[src/rtl/pwm_pkg.sv]
// rtl/pwm_pkg.sv - shared constants and state type for the PWM duty decoder
package pwm_pkg;

    localparam int PERIOD_DEF = 16;
    localparam int DUTY_W_DEF = 4;
    localparam int CNT_W_DEF  = $clog2(PERIOD_DEF) + 1;

    typedef enum logic [1:0] {
        ST_IDLE = 2'd0,
        ST_HIGH = 2'd1,
        ST_LOW  = 2'd2
    } pwm_state_t;

endpackage

[src/rtl/pwm_edge_sync.sv]
// rtl/pwm_edge_sync.sv - two-flop synchronizer with rising-edge detect
module pwm_edge_sync (
    input  logic clk,
    input  logic rst_n,
    input  logic d,
    output logic q,
    output logic rise
);

    logic meta;
    logic sync;
    logic hist;

    // Bring the asynchronous input into the clk domain and keep one cycle of history
    always_ff @(posedge clk) begin
        if (!rst_n) begin
            meta <= 1'b0;
            sync <= 1'b0;
            hist <= 1'b0;
        end else begin
            meta <= d;
            sync <= meta;
            hist <= sync;
        end
    end

    assign q    = sync;
    assign rise = sync & ~hist;

endmodule

[src/rtl/pwm_decoder.sv]
// rtl/pwm_decoder.sv - recovers the high-cycle count of each PWM frame
module pwm_decoder
    import pwm_pkg::*;
#(
    parameter int PERIOD = PERIOD_DEF,
    parameter int DUTY_W = DUTY_W_DEF
) (
    input  logic              clk,
    input  logic              rst_n,
    input  logic              pwm_in,
    output logic [DUTY_W-1:0] duty_out,
    output logic              duty_valid,
    output logic              period_err
);

    localparam int CNT_W = $clog2(PERIOD) + 1;
    localparam logic [CNT_W-1:0] CNT_MAX   = '1;
    localparam logic [CNT_W-1:0] PERIOD_M1 = CNT_W'(PERIOD - 1);
    localparam logic [CNT_W:0]   FRAME_LEN = (CNT_W + 1)'(PERIOD);

    logic pwm_s;
    logic rise;

    pwm_state_t        state, state_nx;
    logic [CNT_W-1:0]  hi_cnt, hi_nx;
    logic [CNT_W-1:0]  lo_cnt, lo_nx;
    logic [DUTY_W-1:0] duty_nx;
    logic              valid_nx;
    logic              err_nx;

    logic [CNT_W-1:0]  hi_inc;
    logic [CNT_W-1:0]  lo_inc;
    logic [CNT_W:0]    frame_sum;

    pwm_edge_sync u_sync (
        .clk  (clk),
        .rst_n(rst_n),
        .d    (pwm_in),
        .q    (pwm_s),
        .rise (rise)
    );

    // Saturating increments and the single frame-length adder
    always_comb begin
        hi_inc    = (hi_cnt == CNT_MAX) ? hi_cnt : hi_cnt + 1'b1;
        lo_inc    = (lo_cnt == CNT_MAX) ? lo_cnt : lo_cnt + 1'b1;
        frame_sum = {1'b0, hi_cnt} + {1'b0, lo_cnt};
    end

    // Next state, counters and result pulses; in IDLE lo_cnt tracks the low run
    always_comb begin
        state_nx = state;
        hi_nx    = hi_cnt;
        lo_nx    = lo_cnt;
        duty_nx  = duty_out;
        valid_nx = 1'b0;
        err_nx   = 1'b0;
        case (state)
            ST_IDLE: begin
                if (rise) begin
                    state_nx = ST_HIGH;
                    hi_nx    = CNT_W'(1);
                    lo_nx    = '0;
                end else if (pwm_s) begin
                    lo_nx = '0;
                end else if (lo_cnt == PERIOD_M1) begin
                    duty_nx  = '0;
                    valid_nx = 1'b1;
                    lo_nx    = '0;
                end else begin
                    lo_nx = lo_inc;
                end
            end
            ST_HIGH: begin
                if (pwm_s) begin
                    if (hi_cnt == PERIOD_M1) begin
                        // A full frame of high can only be a stuck input
                        err_nx   = 1'b1;
                        state_nx = ST_IDLE;
                        hi_nx    = '0;
                        lo_nx    = '0;
                    end else begin
                        hi_nx = hi_inc;
                    end
                end else begin
                    state_nx = ST_LOW;
                    lo_nx    = CNT_W'(1);
                end
            end
            ST_LOW: begin
                if (rise) begin
                    if (frame_sum == FRAME_LEN) begin
                        duty_nx  = DUTY_W'(hi_cnt);
                        valid_nx = 1'b1;
                    end else begin
                        err_nx = 1'b1;
                    end
                    state_nx = ST_HIGH;
                    hi_nx    = CNT_W'(1);
                    lo_nx    = '0;
                end else if (!pwm_s) begin
                    if (lo_cnt == PERIOD_M1) begin
                        duty_nx  = '0;
                        valid_nx = 1'b1;
                        state_nx = ST_IDLE;
                        hi_nx    = '0;
                        lo_nx    = '0;
                    end else begin
                        lo_nx = lo_inc;
                    end
                end
            end
            default: begin
                state_nx = ST_IDLE;
                hi_nx    = '0;
                lo_nx    = '0;
            end
        endcase
    end

    // State, counters and registered outputs
    always_ff @(posedge clk) begin
        if (!rst_n) begin
            state      <= ST_IDLE;
            hi_cnt     <= '0;
            lo_cnt     <= '0;
            duty_out   <= '0;
            duty_valid <= 1'b0;
            period_err <= 1'b0;
        end else begin
            state      <= state_nx;
            hi_cnt     <= hi_nx;
            lo_cnt     <= lo_nx;
            duty_out   <= duty_nx;
            duty_valid <= valid_nx;
            period_err <= err_nx;
        end
    end

endmodule

[config.mk]
export PLATFORM = sky130hd
export DESIGN_NAME = pwm_decoder
export DESIGN_NICKNAME = d
export VERILOG_FILES = /design/src/rtl/pwm_pkg.sv /design/src/rtl/pwm_edge_sync.sv /design/src/rtl/pwm_decoder.sv
export SDC_FILE = /design/constraint.sdc
export NUM_CORES = 1
export LEC_CHECK = 0
export CAP_MARGIN = 15
export CORE_ASPECT_RATIO = 2
export CORE_MARGIN = 2
export CORE_UTILIZATION = 40
export CTS_BUF_LIST = sky130_fd_sc_hd__clkbuf_8
export DETAILED_ROUTE_END_ITERATION = 6
export GPL_TIMING_DRIVEN = 0
export SLEW_MARGIN = 10
export SYNTH_ARGS = -nofsm -noshare
export SYNTH_HDL_FRONTEND = slang
export SYNTH_HIERARCHICAL = 1
export SYNTH_SLANG_ARGS = --single-unit
[constraint.sdc]
create_clock -name clk -period 3.3 [get_ports clk]
set_input_delay 0.495 -clock clk [delete_from_list [all_inputs] [get_ports clk]]
set_output_delay 0.495 -clock clk [all_outputs]
set_load 0.05 [all_outputs]
==> results.sh <==
export IMPL_netlist_instances=158
export IMPL_dieWidth_um=45.4
export IMPL_port_buffers=8
export IMPL_ctsResizeCount=0
export IMPL_post_route_cell_area_um2=1530
export IMPL_grt_pass1_vias=1218
export IMPL_fmax_mhz=417
export IMPL_finClkSkew_ns=0.00451
export IMPL_dr_pass1_iters=4
export IMPL_dp_hpwl_um=2650
export IMPL_top_layer="met4"
export IMPL_antenna_cells=0
export IMPL_clkLatencyLatePin_ns=0.28
export IMPL_die_area_um2=3930
export IMPL_start_kind="flip-flop"
export IMPL_ir_worst_vdd_uv=282
export IMPL_crit_type="flip-flop to flip-flop"
export IMPL_pre_cts_slack_ns=0.945
export IMPL_path_cells="ha_1, fa_1, nor3_1, nand3_1, nor4b_2, mux2i_1"
export IMPL_start_util=0.410
export IMPL_viasPerCell=6.14
export IMPL_fin_ws_ns=0.900
export IMPL_cp_data_required_time_ns=3.51
export IMPL_powerDensity_nw_per_um2=342
export IMPL_end_kind="flip-flop"
export IMPL_cts_tree="built"
export IMPL_power_leakage_nw=0.579
export IMPL_m1WireLength_um=1290
export IMPL_die_y_um=86.7
export IMPL_worstMarginPinSlew_ns=0.539
export IMPL_rows=30
export IMPL_path_buf_inv=0
export IMPL_fin_tns_setup_ns=0
export IMPL_grt_util_all_layers=0.195
export IMPL_drv_slew=0
export IMPL_grt_pass1_wl_um=5560
export IMPL_num_io_pins=9
export IMPL_min_path_type="flip-flop to flip-flop"
export IMPL_post_cts_setup_buffers=0
export IMPL_cp_arrival_ns=2.61
export IMPL_slew_headroom=0.636
export IMPL_via_count=1240
export IMPL_synth_seq_cells=21
export IMPL_drcViolationCount=0
export IMPL_syn_cell_area_um2=1370
export IMPL_crit_family="simple AND/OR/NAND/NOR gates"
export IMPL_critPathMaxStageDelay_ns=0.56
export IMPL_period_needed_ns=2.40
export IMPL_synth_top_flop_cell="dfxtp_1"
export IMPL_status="finished, final reports clean"
export IMPL_worst_path_max_fanout=5
export IMPL_gp_congestion=0.898
export IMPL_syn_area_per_cell_um2=8.66
export IMPL_utilization=0.459
export IMPL_crit_slowest_cell="nor4b_2"
export IMPL_setup_viol=0
export IMPL_maxCapViolations=0
export IMPL_synth_warning_count=6
export IMPL_drtIter0Drc=17
export IMPL_htreeDepth=1
export IMPL_grt_overflow=0
export IMPL_synth_async_reset_ratio=0
export IMPL_ctsLongestPathBuffers=2
export IMPL_ys_seq_area_frac=0.307
export IMPL_area_delta_synth_final_pct=12.1
export IMPL_rsz0062_at_grt="no"
export IMPL_antenna_found_initial=0
export IMPL_finalCritPeriodShare=0.727
export IMPL_nets=186
export IMPL_synth_fp_nets=173
export IMPL_synth_edff_count=0
export IMPL_drt_wl_total_um=3370
export IMPL_cts_sinks=21
export IMPL_met2_length_um=1880
export IMPL_hold_buffers=0
export IMPL_cts_clk_slew_worst_paths_ns=0.08
export IMPL_grt_max_degree=12
export IMPL_dpl_cell_area_um2=1490
export IMPL_coreArea_um2=3340
export IMPL_wl_met3_um=81
export IMPL_clockRootBuffer="clkbuf_8"
export IMPL_synth_cell_types=55
export IMPL_fin_total_pwr_uw=524
export IMPL_drive_gt1_frac=0.112
export IMPL_hold_violations=0
export IMPL_antenna_left=0
export IMPL_wl_per_cell_um=16.7
export IMPL_numCtsBuffers=3
-- path summary, 6_finish.rpt --
path / startpoint / endpoint / slack (ns) / cells after the start
worst min register to register: u_sync/meta$_SDFF_PN0_ / u_sync/q$_SDFF_PN0_ / 0.45 / 1
worst max-delay path: hi_cnt[0]$_SDFFE_PN0P_ / duty_out[1]$_SDFFE_PN0P_ / 0.90 / 6
worst max register to register: hi_cnt[0]$_SDFFE_PN0P_ / duty_out[1]$_SDFFE_PN0P_ / 0.90 / 6
worst min-delay path: u_sync/meta$_SDFF_PN0_ / u_sync/q$_SDFF_PN0_ / 0.45 / 1
-- sequential cells by signal, summed over array words and instances, names as in the netlist --
register,cells
duty_out,4
state,2
hi_cnt,5
duty_valid,1
period_err,1
u_sync/meta,1
u_sync/hist,1
u_sync/q,1
lo_cnt,5
-- Yosys cell counts, types with 2 or more instances --
cell type / count / area, um^2
inv_1: 4 / 15.0
nor2b_1: 3 / 18.8
o211ai_1: 2 / 15.0
nand2_1: 12 / 45.0
nand3b_1: 2 / 15.0
nand2b_1: 5 / 31.3
buf_2: 4 / 20.0
or4_1: 3 / 22.5
o311ai_0: 2 / 17.5
ha_1: 11 / 138
o21ai_0: 10 / 50.1
nand3_1: 9 / 45.0
and2_1: 4 / 25.0
clkbuf_1: 2 / 7.51
nor3_1: 5 / 25.0
nor2_1: 8 / 30.0
a21oi_1: 11 / 55.1
dfxtp_1: 21 / 420
mux2i_1: 3 / 30.0
nor4_1: 2 / 12.5
-- placed cells by master, fill, tap and decap left out, drive strengths merged, types with 2 or more instances in the layout --
master / instances
o22ai: 2
buf: 5
dfxtp: 21
mux2i: 3
nand2: 12
nand3: 10
o211ai: 2
and2: 5
ha: 11
nand3b: 2
clkdlybuf4s50: 8
a21oi: 12
nand2b: 5
nor2: 8
and3: 2
o311ai: 2
or4: 3
inv: 5
o21ai: 10
clkbuf: 5
nor3: 6
nor2b: 4
nor4: 2
-- metal layers --
layer | global-route usage | vias to the layer above
li1 | - | 611
met1 | 0.214 | 589
met4 | 0.104 | 0
met2 | 0.338 | 29
met3 | 0.0313 | 11
met5 | 0 | -
-- final cells by class --
type                            instances  area (um^2)
Sequential cell                        21          420
Inverter                                4         15.0
Clock inverter                          1         3.75
Tap cell                               32         40.0
Timing Repair Buffer                    8         80.1
Clock buffer                            3         41.3
Fill cell                             334         1810
Buffer                                  7         31.3
Multi-Input combinational cell        126          902
-- cell families (layout without fill, tap and decap cells) --
| family | after synthesis | after routing | synth area share |
|---|---|---|---|
| AO/OA/AOI/OAI | 43 | 43 | 0.219 |
| adder cells (fa/ha/maj) | 12 | 12 | 0.115 |
| buffers and inverters | 11 | 23 | 0.0338 |
| flip-flops | 21 | 21 | 0.307 |
| multiplexers | 3 | 3 | 0.0219 |
| AND/OR/NAND/NOR | 68 | 68 | 0.303 |
-- where the power goes --
group / switching, mW / internal (mW) / leakage [nW] / total [mW]
combinational: 0.0458 / 0.0300 / 0.381 / 0.0757
clock: 0.0933 / 0.0835 / 0.0269 / 0.177
sequential: 0.0112 / 0.261 / 0.170 / 0.272
-- stage by stage --
stage | instances | hold slack (ns)
after floorplan | 158 | 0.406
after global placement | 198 | 0.419
after detailed placement | 198 | 0.426
after CTS | 202 | 0.448
after global routing | 202 | 0.467
final | 202 | 0.449
(Power assumes the default switching activity.)
